===== src/rtl/stream_pkg.sv =====
// rtl/stream_pkg.sv - shared types and default sizing for the stream packer
//
// Contents:
//   state_t      : packer FSM state (ACCUM: output register empty, FULL: holds unsent word)
//   DEF_SIZEDATA : default width of one input word in bits
//   DEF_RATIO    : default number of input words packed into one output word

package stream_pkg;

    typedef enum logic {
        ACCUM = 1'b0,
        FULL  = 1'b1
    } state_t;

    localparam int DEF_SIZEDATA = 32;
    localparam int DEF_RATIO    = 4;

endpackage


===== src/rtl/stream_packer.sv =====
// rtl/stream_packer.sv - packs RATIO narrow stream words into one wide word
//
// Optional feature macro: STREAM_PACKER_LAST_EN (adds last_i, last_o, keep_o)
//
// Parameters:
//   SIZEDATA : width of one input word
//   RATIO    : input words per output word (2..16)
// Ports:
//   clk_i    : clock, rising edge
//   rst_i    : asynchronous active-high reset
//   valid_i  : upstream word valid (fifo read side)
//   data_i   : upstream word
//   ready_o  : block accepts data_i this cycle
//   valid_o  : packed word valid (registered)
//   data_o   : packed word, lane k at [k*SIZEDATA +: SIZEDATA], first beat in lane 0
//   ready_i  : downstream accepts data_o
//   last_i   : (LAST_EN) closes the current word early
//   last_o   : (LAST_EN) word was closed by last_i
//   keep_o   : (LAST_EN) one bit per lane, set for lanes that carry data

module stream_packer
    import stream_pkg::*;
#(
    parameter int SIZEDATA = DEF_SIZEDATA,
    parameter int RATIO    = DEF_RATIO
) (
    input  logic                      clk_i,
    input  logic                      rst_i,
    input  logic                      valid_i,
    input  logic [SIZEDATA-1:0]       data_i,
    output logic                      ready_o,
    output logic                      valid_o,
    output logic [SIZEDATA*RATIO-1:0] data_o,
    input  logic                      ready_i
`ifdef STREAM_PACKER_LAST_EN
    ,
    input  logic                      last_i,
    output logic                      last_o,
    output logic [RATIO-1:0]          keep_o
`endif
);

    localparam int BITSCONT = $clog2(RATIO);
    localparam int WIDTH    = SIZEDATA * RATIO;
    localparam logic [BITSCONT-1:0] LAST_IDX = BITSCONT'(RATIO - 1);

    state_t              state;
    logic [BITSCONT-1:0] idx;
    logic [WIDTH-1:0]    acc;
    logic [WIDTH-1:0]    acc_next;
    logic [WIDTH-1:0]    out_reg;
    logic                valid_q;
    logic                in_fire;
    logic                word_done;

    // In FULL a new beat may only enter while the pending word leaves,
    // which gives back-to-back words without a bubble.
    assign ready_o = (state == ACCUM) ? 1'b1 : ready_i;
    assign in_fire = valid_i && ready_o;
    assign valid_o = valid_q;
    assign data_o  = out_reg;

    // Accumulator with the current beat merged into lane idx; this is
    // what gets copied to the output register when the word completes.
    always_comb begin
        acc_next = acc;
        for (int k = 0; k < RATIO; k++) begin
            if (idx == BITSCONT'(k)) begin
                acc_next[k*SIZEDATA +: SIZEDATA] = data_i;
            end
        end
    end

`ifdef STREAM_PACKER_LAST_EN
    logic [RATIO-1:0] keep_next;
    logic [RATIO-1:0] keep_q;
    logic             last_q;

    // Lanes 0..idx have been written once the current beat lands.
    always_comb begin
        keep_next = '0;
        for (int k = 0; k < RATIO; k++) begin
            keep_next[k] = (BITSCONT'(k) <= idx);
        end
    end

    assign word_done = in_fire && (last_i || (idx == LAST_IDX));
    assign keep_o    = keep_q;
    assign last_o    = last_q;
`else
    assign word_done = in_fire && (idx == LAST_IDX);
`endif

    always_ff @(posedge clk_i or posedge rst_i) begin
        if (rst_i) begin
            state   <= ACCUM;
            idx     <= '0;
            acc     <= '0;
            out_reg <= '0;
            valid_q <= 1'b0;
`ifdef STREAM_PACKER_LAST_EN
            keep_q  <= '0;
            last_q  <= 1'b0;
`endif
        end else if (word_done) begin
            // Either state: load the finished word; in FULL this only
            // happens while the previous word is being taken.
            out_reg <= acc_next;
            acc     <= '0;
            idx     <= '0;
            state   <= FULL;
            valid_q <= 1'b1;
`ifdef STREAM_PACKER_LAST_EN
            keep_q  <= keep_next;
            last_q  <= last_i;
`endif
        end else begin
            if (in_fire) begin
                acc <= acc_next;
                idx <= idx + BITSCONT'(1);
            end
            if (valid_q && ready_i) begin
                state   <= ACCUM;
                valid_q <= 1'b0;
            end
        end
    end

endmodule


===== config.mk =====
export PLATFORM = sky130hd
export DESIGN_NAME = stream_packer
export DESIGN_NICKNAME = d
export VERILOG_FILES = /design/src/rtl/stream_pkg.sv /design/src/rtl/stream_packer.sv
export SDC_FILE = /design/constraint.sdc
export NUM_CORES = 1
export LEC_CHECK = 0
export ABC_CLOCK_PERIOD_IN_PS = 9200
export CAP_MARGIN = 20
export CORE_MARGIN = 4
export CORE_UTILIZATION = 40
export CTS_BUF_LIST = sky130_fd_sc_hd__clkbuf_4 sky130_fd_sc_hd__clkbuf_8
export CTS_CLUSTER_DIAMETER = 40
export DETAILED_ROUTE_END_ITERATION = 6
export GPL_TIMING_DRIVEN = 0
export PLACE_DENSITY_LB_ADDON = 0.3
export SLEW_MARGIN = 20
export SYNTH_ARGS = -nofsm -noshare
export SYNTH_HDL_FRONTEND = slang
export SYNTH_SLANG_ARGS = --single-unit

===== constraint.sdc =====
create_clock -name clk_i -period 9.2 [get_ports clk_i]
set_clock_uncertainty 0.2 [all_clocks]
set_input_delay 2.3 -clock clk_i [delete_from_list [all_inputs] [get_ports clk_i]]
set_output_delay 2.3 -clock clk_i [all_outputs]
set_load 0.05 [all_outputs]

==> results.ini, run 1 <==
[outcome]
outcome = complete, no violations

[synthesis]
syn_nets = 787
synth_top_cell_area_share = 0.584
ys_seq_area_frac = 0.584
synth_seq_cells = 227
synth_area_leaders = dfrtp_1 58%, mux2i_1 9.9%, a22o_1 8.6%
netlist_area_sq_um = 9720
synth.yosys.warnings = 0
synth_top_area_cell = dfrtp_1
syn_avg_cell_area_sq_um = 13.0
syn_inst = 747
synth_cell_types = 20

[die]
die_h_microns = 164
design.core.area_sq_um = 23700
fp.dieArea_sq_um = 26900
initial_core_util = 0.410
die_width_microns = 164
num_rows = 56
ios = 166

[sta]
slew_viol_final = 0
fin_crit_ns = 6.81
final_hold_viol_count = 0
timing.fmax_mhz = 147
tightest_slew_ns = 0.864
post-route-period-util = 0.740
rsz0062_at_grt = false
relSlewSlack = 0.422
setup_violations = 0

[detailed_routing]
routedWlPerCell_microns = 21.5
drc = 0
ant_nets = 0
wl_microns = 28000
viasPerCell = 5.63
firstDrtPassIters = 6
vias = 7318
drt_iter0_markers = 488

[power_and_ir_drop]
vdd_ir_drop_max_uv = 283
p_total_mw = 5.86
leakage_nw = 5.52
powerDensity_nw_per_um2 = 463

[finish]
drive_above_1_share = 0.165
nNetsFinal = 997
antennaDiodeCount = 0
final_cells = 1300
stdcell_area_sq_um = 12700
area_growth_pct = 30.3
nFillCells = 2093

[place]
placed_area_sq_um = 11800
dp.cells = 1233
place.gp.congestion = 0.777
hpwl_microns = 18500
portBuffers = 165

[worst_setup_path]
path_depth = 6
rr_worst_depth = 5
crit_arrival_ns = 4.31
cp_top_family = buffers and inverters
criticalPathCategory = in -> out
critPathRequiredTime_ns = 6.70
path_common_cell = clkdlybuf4s50_1
critPathSlowestCell = clkdlybuf4s50_1
start_kind = primary input
cp_max_fo = 10
path_buf_inv = 5
critPathMaxStageDelay_ns = 0.85
cp_cell_sequence = clkdlybuf4s50_1, nand2b_4, buf_6, buf_4, buf_2, clkdlybuf4s50_1
end_kind = output port

[grt]
grt_usage = 0.208
gr-total-overflow = 0
grt_pass1_vias = 7663
grt_max_degree = 102
grt_pass1_wl_microns = 43700
antenna_found_initial = 0

[clocking]
root_buffer = clkbuf_8
clk_pin_slew_ns = 0.05
cts.sinks = 227
clk_latency_ns = 0.54
hold_buffers = 0
cts_buffers = 41
tritoncts = yes
clockBufferDepth = 3
cts_htree_levels = 2
ctsResizeCount = 0
cts_setup_buffers = 0

[min_path]
hold_class = reg -> reg
whs_path_depth = 1

[flow_run]
cap_violations = 0

-- synth_stat cells, drive strengths merged --
master / instances
nand3: 1
clkbuf: 27
dfrtp: 227
buf: 56
a31oi: 96
mux2i: 96
inv: 3
nand2: 2
a22o: 96
and4b: 3
mux2: 34
a21oi: 96
ha: 4
nand2b: 1
o211ai: 3
and3: 1
nor2: 1
-- report_power, final --
part | internal, mW | switching, mW
Sequential | 1.48 | 0.288
Combinational | 1.17 | 1.95
Clock | 0.561 | 0.412
-- path summary, 6_finish.rpt --
check                                    start                endpoint  slack [ns]
hold / removal             acc[64]$_DFFE_PP0P_     acc[64]$_DFFE_PP0P_        0.30
max in group asynchronous                rst_i  data_o[11]$_DFFE_PP0P_        5.91
min in group asynchronous                rst_i  data_o[35]$_DFFE_PP0P_        2.02
hold reg to reg            acc[64]$_DFFE_PP0P_     acc[64]$_DFFE_PP0P_        0.30
setup reg to reg            idx[0]$_DFFE_PP0P_     acc[29]$_DFFE_PP0P_        6.75
setup / recovery                       ready_i                 ready_o        2.39
-- flip-flops by register name (all words and copies together), names as in the netlist --
register and count:
acc 96, valid_o 1, data_o 128, idx 2
-- worst reg2reg max path: cells and delay by family, from the launching register on --
family / cells / cell delay (ns)
flops: 1 / 0.43
compound gates: 2 / 0.89
buf+inv: 2 / 0.59
fa+ha+maj: 1 / 0.28
-- final cells by class --
| cell class | instances | area, sq um | area share |
|---|---|---|---|
| timing repair buffer | 167 | 1710 | 0.135 |
| clock inverter | 11 | 110 | 0.00869 |
| tap | 319 | 399 | 0.0315 |
| sequential | 227 | 5680 | 0.449 |
| buffer | 83 | 526 | 0.0415 |
| clock buffer | 56 | 721 | 0.0569 |
| inverter | 3 | 18.8 | 0.00148 |
| multi-input combinational | 434 | 3500 | 0.277 |
-- routing by layer --
metal,track usage,vias up,share of wire
met3,0.0535,40,0.077
met2,0.318,271,0.45
met1,0.298,3749,0.45
met4,0.0534,0,0.016
met5,0,-,0
li1,-,3258,-
-- layout by cell type, fill, tap and decap left out, types with 2 or more instances in the layout --
cell,Yosys,layout
clkinvlp_4,0,2
a22o_1,96,96
clkbuf_8,0,48
a31oi_1,96,96
a21oi_1,96,96
clkbuf_1,27,27
bufinv_16,0,2
buf_16,0,2
buf_6,21,21
ha_1,4,4
buf_4,5,5
mux2_4,25,25
mux2i_1,96,96
clkdlybuf4s50_1,0,165
clkbuf_4,0,8
inv_1,3,2
o211ai_1,3,3
nand2_1,2,2
and4b_1,3,3
dfrtp_1,227,227
clkinv_2,0,7
mux2_2,9,9
buf_2,30,30
-- stage by stage --
stage | worst slack, ns | hold slack (ns) | setup TNS (ns) | util
floorplan | 0.480 | 0.265 | 0 | -
global placement | -2.62 | 0.281 | -590.41 | 0.497
detailed placement | 2.42 | 0.281 | 0 | 0.500
CTS | 2.41 | 0.301 | 0 | 0.535
global route | 2.35 | 0.303 | 0 | 0.535
finish | 2.39 | 0.297 | 0 | 0.535
-- cells by family (layout without fill, tap and decap cells) --
group,after synthesis,in the layout,share of synthesized area
AO/OA/AOI/OAI,291,291,0.200
flip-flops,227,227,0.584
multiplexers,130,130,0.148
buffers and inverters,86,320,0.0552
AND/OR/NAND/NOR,9,9,0.00734
adder cells (fa/ha/maj),4,4,0.00515
Power figures use the tool's default switching activity.
==> inputs of run 2 (changes only) <==
- ABC_CLOCK_PERIOD_IN_PS: 9200 -> 6300
- clock period: 9.2 -> 6.3 ns (I/O delays scaled with it)
==> run 2 against run 1 <==
Effect of this change: clock-buffer cell count rose by 4; critical path depth did not move; worst hold slack improved by 0.00070 ns; cell area rose by 0.76%; critical endpoint unchanged; largest power group unchanged; highest routed layer unchanged.
==> results.ini, run 2 (same netlist as run 1, synthesis figures left out) <==
[clocking]
ctsResizeCount = 0
cts_htree_levels = 2
cts_setup_buffers = 0
root_buffer = clkbuf_8
clockBufferDepth = 3
clk_pin_slew_ns = 0.06
hold_buffers = 0
clk_latency_ns = 0.53
tritoncts = yes
cts_buffers = 41
cts.sinks = 227

[sta]
setup_violations = 0
fin_ws_ns = 0.935
rsz0062_at_grt = false
holdWs_ns = 0.297
slew_viol_final = 0
tightest_slew_ns = 0.715
post-route-period-util = 0.852
final_hold_viol_count = 0
relSlewSlack = 0.521
timing.fmax_mhz = 186
fin_crit_ns = 5.36
setup-tns-final_ns = 0

[finish]
drive_above_1_share = 0.170
area_growth_pct = 31.3
final_cell_mix = 227 x dfrtp_1, 165 x clkdlybuf4s50_1
multi_input_area_sq_um = 3500
largest_register_ffs = 128
nFillCells = 2100
fin_util = 0.539
antennaDiodeCount = 0
layout_commonest_cell = dfrtp_1
regArea_sq_um = 5680
nNetsFinal = 1003

[power_and_ir_drop]
power.switching_mw = 3.88
swShare = 0.454
intPower_mw = 4.67
leakage_nw = 5.56
powerDensity_nw_per_um2 = 670
seqPwrFrac = 0.303
p_clk_frac = 0.162
pwr-share-comb = 0.535
vdd_ir_drop_max_uv = 376

[detailed_routing]
firstDrtPassIters = 6
routedWlPerCell_microns = 21.6
vias = 7343
drc = 0
viasPerCell = 5.62
drt_iter0_markers = 587
ant_nets = 0
wl_microns = 28200

[worst_setup_path]
crit_arrival_ns = 3.59
criticalPathCategory = in -> out
cp_max_fo = 10
critPathRequiredTime_ns = 4.53
worstReg2RegEnd = acc[10]$_DFFE_PP0P_
rr_worst_depth = 5
start_kind = primary input
rrSetupSlack_ns = 3.99
end_kind = output port
reg2reg_from = idx[0]$_DFFE_PP0P_

[place]
dpl_worst_slack_ns = 0.958
portBuffers = 165
hpwl_microns = 19000
place.gp.congestion = 0.787

[grt]
gr-total-overflow = 0
grt_pass1_wl_microns = 44400
grt_max_degree = 35
antenna_found_initial = 0
grt_usage = 0.211
grt_pass1_vias = 7496

[outcome]
outcome = complete, no violations

[min_path]
whs_path_depth = 1
hold_class = reg -> reg
min_to = acc[69]$_DFFE_PP0P_
hold_path_startpoint = acc[69]$_DFFE_PP0P_

[die]
design.core.area_sq_um = 23700
num_rows = 56
initial_core_util = 0.410
die_h_microns = 164
ios = 166
die_width_microns = 164
fp.dieArea_sq_um = 26900

[flow_run]
cap_violations = 0

run 2: per-layer routing:
layer	wire, microns	vias to the layer above	track usage
met4	597	0	0.0576
li1	-	3271	-
met2	12600	272	0.315
met1	13100	3753	0.313
met3	2000	47	0.0459
met5	0	-	0
run 2: how the worst max path moves through the flow:
stage,startpoint,endpoint,cells past startpoint
floorplan,rst_i,acc[0]$_DFFE_PP0P_,1
global placement,rst_i,data_o[97]$_DFFE_PP0P_,2
detailed placement,ready_i,ready_o,6
CTS,ready_i,ready_o,6
global route,ready_i,ready_o,6
finish,ready_i,ready_o,6
run 2: stage by stage:
step	power [mW]	cell area, sq um	instances
2_1_floorplan	5.67	9720	747
3_3_place_gp	7.10	11800	1231
3_5_place_dp	7.18	12000	1239
4_1_cts	8.60	12800	1306
5_1_grt	9.00	12800	1306
6_report	8.55	12800	1306
run 2: cell type report:
type / count / share of cell area
plain buffers: 83 / 0.0412
clock buffers: 60 / 0.0578
clock inverters: 7 / 0.00569
inverters: 3 / 0.00118
multi-input cells: 434 / 0.275
flip-flops and latches: 227 / 0.445
well taps: 319 / 0.0313
repair buffers: 173 / 0.143
run 2: worst max-delay path, cell delays in order:
cell	delay, ns
clkdlybuf4s50_1	0.45
nand2b_4	0.13
buf_6	0.12
buf_4	0.16
buf_2	0.28
clkdlybuf4s50_1	0.86
run 2: power groups by stage:
stage	Combinational (mW)	Sequential [mW]	Clock [mW]
2_1_floorplan	1.68	3.99	0
3_3_place_gp	4.51	2.58	0
3_5_place_dp	4.59	2.59	0
4_1_cts	4.60	2.58	1.42
5_1_grt	4.83	2.67	1.49
6_report	4.57	2.59	1.39
==> edit 1 (flow settings as in run 1) <==
Build with the macro `STREAM_PACKER_LAST_EN` defined.
--- a/src/rtl/stream_packer.sv
+++ b/src/rtl/stream_packer.sv
@@ -17,6 +17,8 @@
 //   last_i   : (LAST_EN) closes the current word early
 //   last_o   : (LAST_EN) word was closed by last_i
 //   keep_o   : (LAST_EN) one bit per lane, set for lanes that carry data
+
+`define STREAM_PACKER_LAST_EN
 
 module stream_packer
     import stream_pkg::*;
Ports: changed (added keep_o, last_i and last_o); port bits go from 166 to 172. The function was not compared with the original's and may differ.
==> edit 1 against run 1 <==
  * Cell area rose by 17%
  * Power fell by 26%
  * Area after synthesis rose by 18%
  * Cell count rose by 6.1%
  * Count of clock-buffer cells in the layout rose by 12
  * Sequential cell count rose by 37
  * Die area rose by 17%
  * Worst setup slack improved by 0.20 ns
  * Routed wire length rose by 2.8%
  * Critical path type unchanged
  * Critical endpoint unchanged
==> edit 1: results (changes against run 1) <==
status completed; Detailed Routing Iterations Pass 1 4 (-2); Final non-clock buffer share 15.4% (-2.3 points); first-pass GRT wire length 45900 um (+4.9%); Worst R2R Path Depth 6 (+1); WL met3 2090 um (-2.4%); vias per std cell 5.12 (-9.0%); initial DRC count 358 (-27%); met2 wire len 13000 um (+2.1%); Synth area leaders dfrtp_1 (58%), mux2_2 (20%), mux2_4 (7.6%); Non-clk bufs 236 (-5.6%); arrival time worst endpoint 4.11 ns (-0.20 ns); CTS H-tree lvls 2 (unchanged); relative slew slack 49.4% (+7.3 points); FF-to-FF End data_o[10]$_DFFE_PP0P_; GR Util met3 5.00% (-0.35 points); nets 1014 (+1.7%); Place WS 2.58 ns (+0.167 ns); placed cells 1298 (+5.3%); Post-DP Area 13800 sq um (+17%); pin count of the biggest net entering global routing 32 (-69%); routed len/inst 20.9 um (-3.1%); diode count 0 (unchanged); I/O Buffers 171 (+3.6%); Hold Crit Endpoint keep_o[0]$_DFFE_PP0P_; sequential fraction of the synthesis area 57.7% (-0.71 points); final core utilization 52.9% (-0.57 points); clock sinks 264 (+16%); Clock-cell share 6.64% (+0.084 points); min-delay src keep_o[0]$_DFFE_PP0P_; Final Wtd Congestion 0.725 (-6.6%); Register Area 6610 sq um (+16%); Synth async-reset ratio 100% (unchanged); syn avg cell area 15.5 sq um (+19%); layout cells sized above 1 39.8% (+23 points); met2 Use GR 28.7% (-3.1 points); Commonest cells post-synth dfrtp_1 (264), mux2_2 (199), a22o_1 (91), mux2_4 (58), and2_1 (27); R2R Setup Slk 6.63 ns (-0.12 ns); GR Util All Layers 18.6% (-2.2 points); period utilization 71.9% (-2.1 points); post-detail-place hpwl 19100 um (+3.7%); multi-input logic area 4460 sq um (+27%); worst vdd ir 0.235 mV (-17%); invs w/o clock 5 (+2); WHS 0.278 ns (-0.0187 ns); met1 WL 13100 um (+3.2%); Static Leak 0.00708 uW (+28%); syn nets 784 (-0.38%); clkbuf count 68 (+21%); Yosys cell types 29 (+45%); vias in the first global route 7696 (+0.43%); M1 GR Usage 26.1% (-3.7 points); worst skew pair latency 0.55 ns; drt total wl 28800 um (+2.8%); CTS Buf Count 48 (+17%); FILL cells 2375 (+13%)
-- edit 1: changes by cell type after synthesis, moves of 33 or more --
| cell | before | now |
|---|---|---|
| a21oi_1 | 96 | 2 |
| dfrtp_1 | 227 | 264 |
| a31oi_1 | 96 | 0 |
| mux2_4 | 25 | 58 |
| mux2_2 | 9 | 199 |
| mux2i_1 | 96 | 2 |
-- edit 1: logic make-up (layout without fill, tap and decap cells) --
group / Yosys count / count (layout) / synth area share, %
DFF: 264 / 264 / 57.7
and+or+nand+nor: 38 / 38 / 2.20
buffers and inverters: 61 / 322 / 3.32
AOI/OAI and AO/OA: 111 / 111 / 8.63
adders and majority gates: 7 / 7 / 0.765
muxes: 259 / 259 / 27.4
-- edit 1: power breakdown --
part           total (uW)  internal [uW]  leakage [uW]  switching, uW
logic                1650            664       0.00303            982
clock network        1140            653      0.000504            486
registers            1540           1400       0.00354            137
total                4330           2720       0.00708           1600
==> edit 2 (flow settings as in run 1) <==
Made on the original files. Make the reset (`rst_i`) synchronous in one clocked block. Comments in the files are not updated.
--- a/src/rtl/stream_packer.sv
+++ b/src/rtl/stream_packer.sv
@@ -91,7 +91,7 @@
     assign word_done = in_fire && (idx == LAST_IDX);
 `endif
 
-    always_ff @(posedge clk_i or posedge rst_i) begin
+    always_ff @(posedge clk_i) begin
         if (rst_i) begin
             state   <= ACCUM;
             idx     <= '0;
Behaviour: not the same (a bounded check fails within 10 cycles, from zero or initial values and one cycle with rst_i high; the reset may be asserted at any time).
==> edit 2 against run 1 <==
  * First-iteration DRC count up 79%
  * Area after synthesis down 0.42%
  * Routed wire length grew 13%
  * Cell area shrank 0.39%
  * Cell count grew 23%
  * Sequential cell count unchanged
  * Worst setup slack worse by 0.096 ns
  * Non-clock buffer count rose by 40
  * Critical path type unchanged
  * Critical endpoint unchanged
Power is not compared: it rests on default switching activity, and its combinational part moved more than twofold at a synthesized area within 25%.
==> edit 2: results (changes against run 1) <==
top_reg_cell synth dfxtp_1; sequential fraction of the synthesis area 46.9% (-11 points); Post-DP Area 11700 sq um (-0.88%); drt total wl 31600 um (+13%); CP Max Fanout 10 (unchanged); initial antenna violation count 0 (unchanged); initial DRC count 874 (+79%); final instance count without filler cells 1605 (+23%); nets 1297 (+30%); I/O Buffers 165 (unchanged); arrival time worst endpoint 4.40 ns (+0.09 ns); Hold/Removal Path Class flip-flop to flip-flop; syn avg cell area 9.22 sq um (-29%); vias in the first global route 8598 (+12%); Sw Ratio 25.0%; relative slew slack 43.2% (+1.0 points); clock network power 1020 uW; CTS H-tree lvls 2 (unchanged); clk buf depth 3 (unchanged); Commonest cells post-synth dfxtp_1 (227), a21oi_1 (207), nand3_1 (130), o21ai_0 (130), mux2i_1 (96); root buf cell clkbuf_8; first-pass GRT wire length 48500 um (+11%); Net Switching 570 uW; Yosys cell types 21 (+5.0%); worst skew pair latency 0.52 ns (-0.02 ns); status completed; Synth async-reset ratio 0% (-100 points); Synth area leaders dfxtp_1 (47%), a21oi_1 (11%), mux2i_1 (9.9%); layout cells sized above 1 15.7% (-0.79 points); Final Wtd Congestion 0.844 (+8.7%); post-detail-place hpwl 22500 um (+22%); placed cells 1534 (+24%); CTS Buf Count 40 (-2.4%); pin count of the biggest net entering global routing 11 (-89%); worst vdd ir 0.0928 mV; GR Util All Layers 22.8% (+2.0 points); DR vias 9022 (+23%); Detailed Routing Iterations Pass 1 7 (+1); Place WS 2.30 ns (-0.114 ns); syn nets 1090 (+39%); setup repair bufs after CTS 0 (unchanged)
## edit 2: changes by cell type after synthesis, sizes merged, moves of 4 or more
cell	change
o21ai	+130
a31oi	-96
and2	+4
a211oi	+96
buf	+16
clkbuf	+26
dfrtp	-227
nand3	+129
a22o	-96
mux2	-34
dfxtp	+227
a21oi	+131
## edit 2: final timing paths
path	from	endpoint	slack (ns)	cells after the start
setup / recovery	ready_i	ready_o	2.30	6
hold / removal	acc[48]$_SDFFE_PP0P_	acc[48]$_SDFFE_PP0P_	0.27	2
hold reg to reg	acc[48]$_SDFFE_PP0P_	acc[48]$_SDFFE_PP0P_	0.27	2
setup reg to reg	idx[0]$_SDFFE_PP0P_	data_o[18]$_SDFFE_PP0P_	7.17	6
## edit 2: logic make-up (layout without fill, tap and decap cells)
group,Yosys count,count (layout),share of synthesized area (%)
adders and majority gates,4,4,0.517
DFF,227,227,46.9
AOI/OAI and AO/OA,454,454,28.8
muxes,96,96,9.93
and+or+nand+nor,140,140,7.34
buffers and inverters,129,364,6.44
other,0,1,0
## edit 2: worst max-delay path, cell delays in order
cell	delay, ns
clkdlybuf4s50_1	0.50
nor2b_4	0.08
inv_2	0.07
buf_2	0.29
buf_2	0.28
clkdlybuf4s50_1	0.86
## edit 2: layout make-up
cell class	count	area, sq um
diodes	1	2.50
inverters	4	15.0
fillers	2215	11000
plain buffers	125	608
multi-input cells	694	4510
well taps	319	399
clock buffers	63	773
flip-flops and latches	227	4540
repair buffers	165	1650
clock inverters	7	110
## edit 2: routing by layer
| metal | vias up | GRT usage (%) | routed length (um) |
|---|---|---|---|
| met1 | 4314 | 30.9 | 13800 |
| met3 | 59 | 5.10 | 2520 |
| met4 | 0 | 6.86 | 827 |
| met2 | 373 | 36.5 | 14500 |
| met5 | - | 0 | 0 |
| li1 | 4276 | - | - |
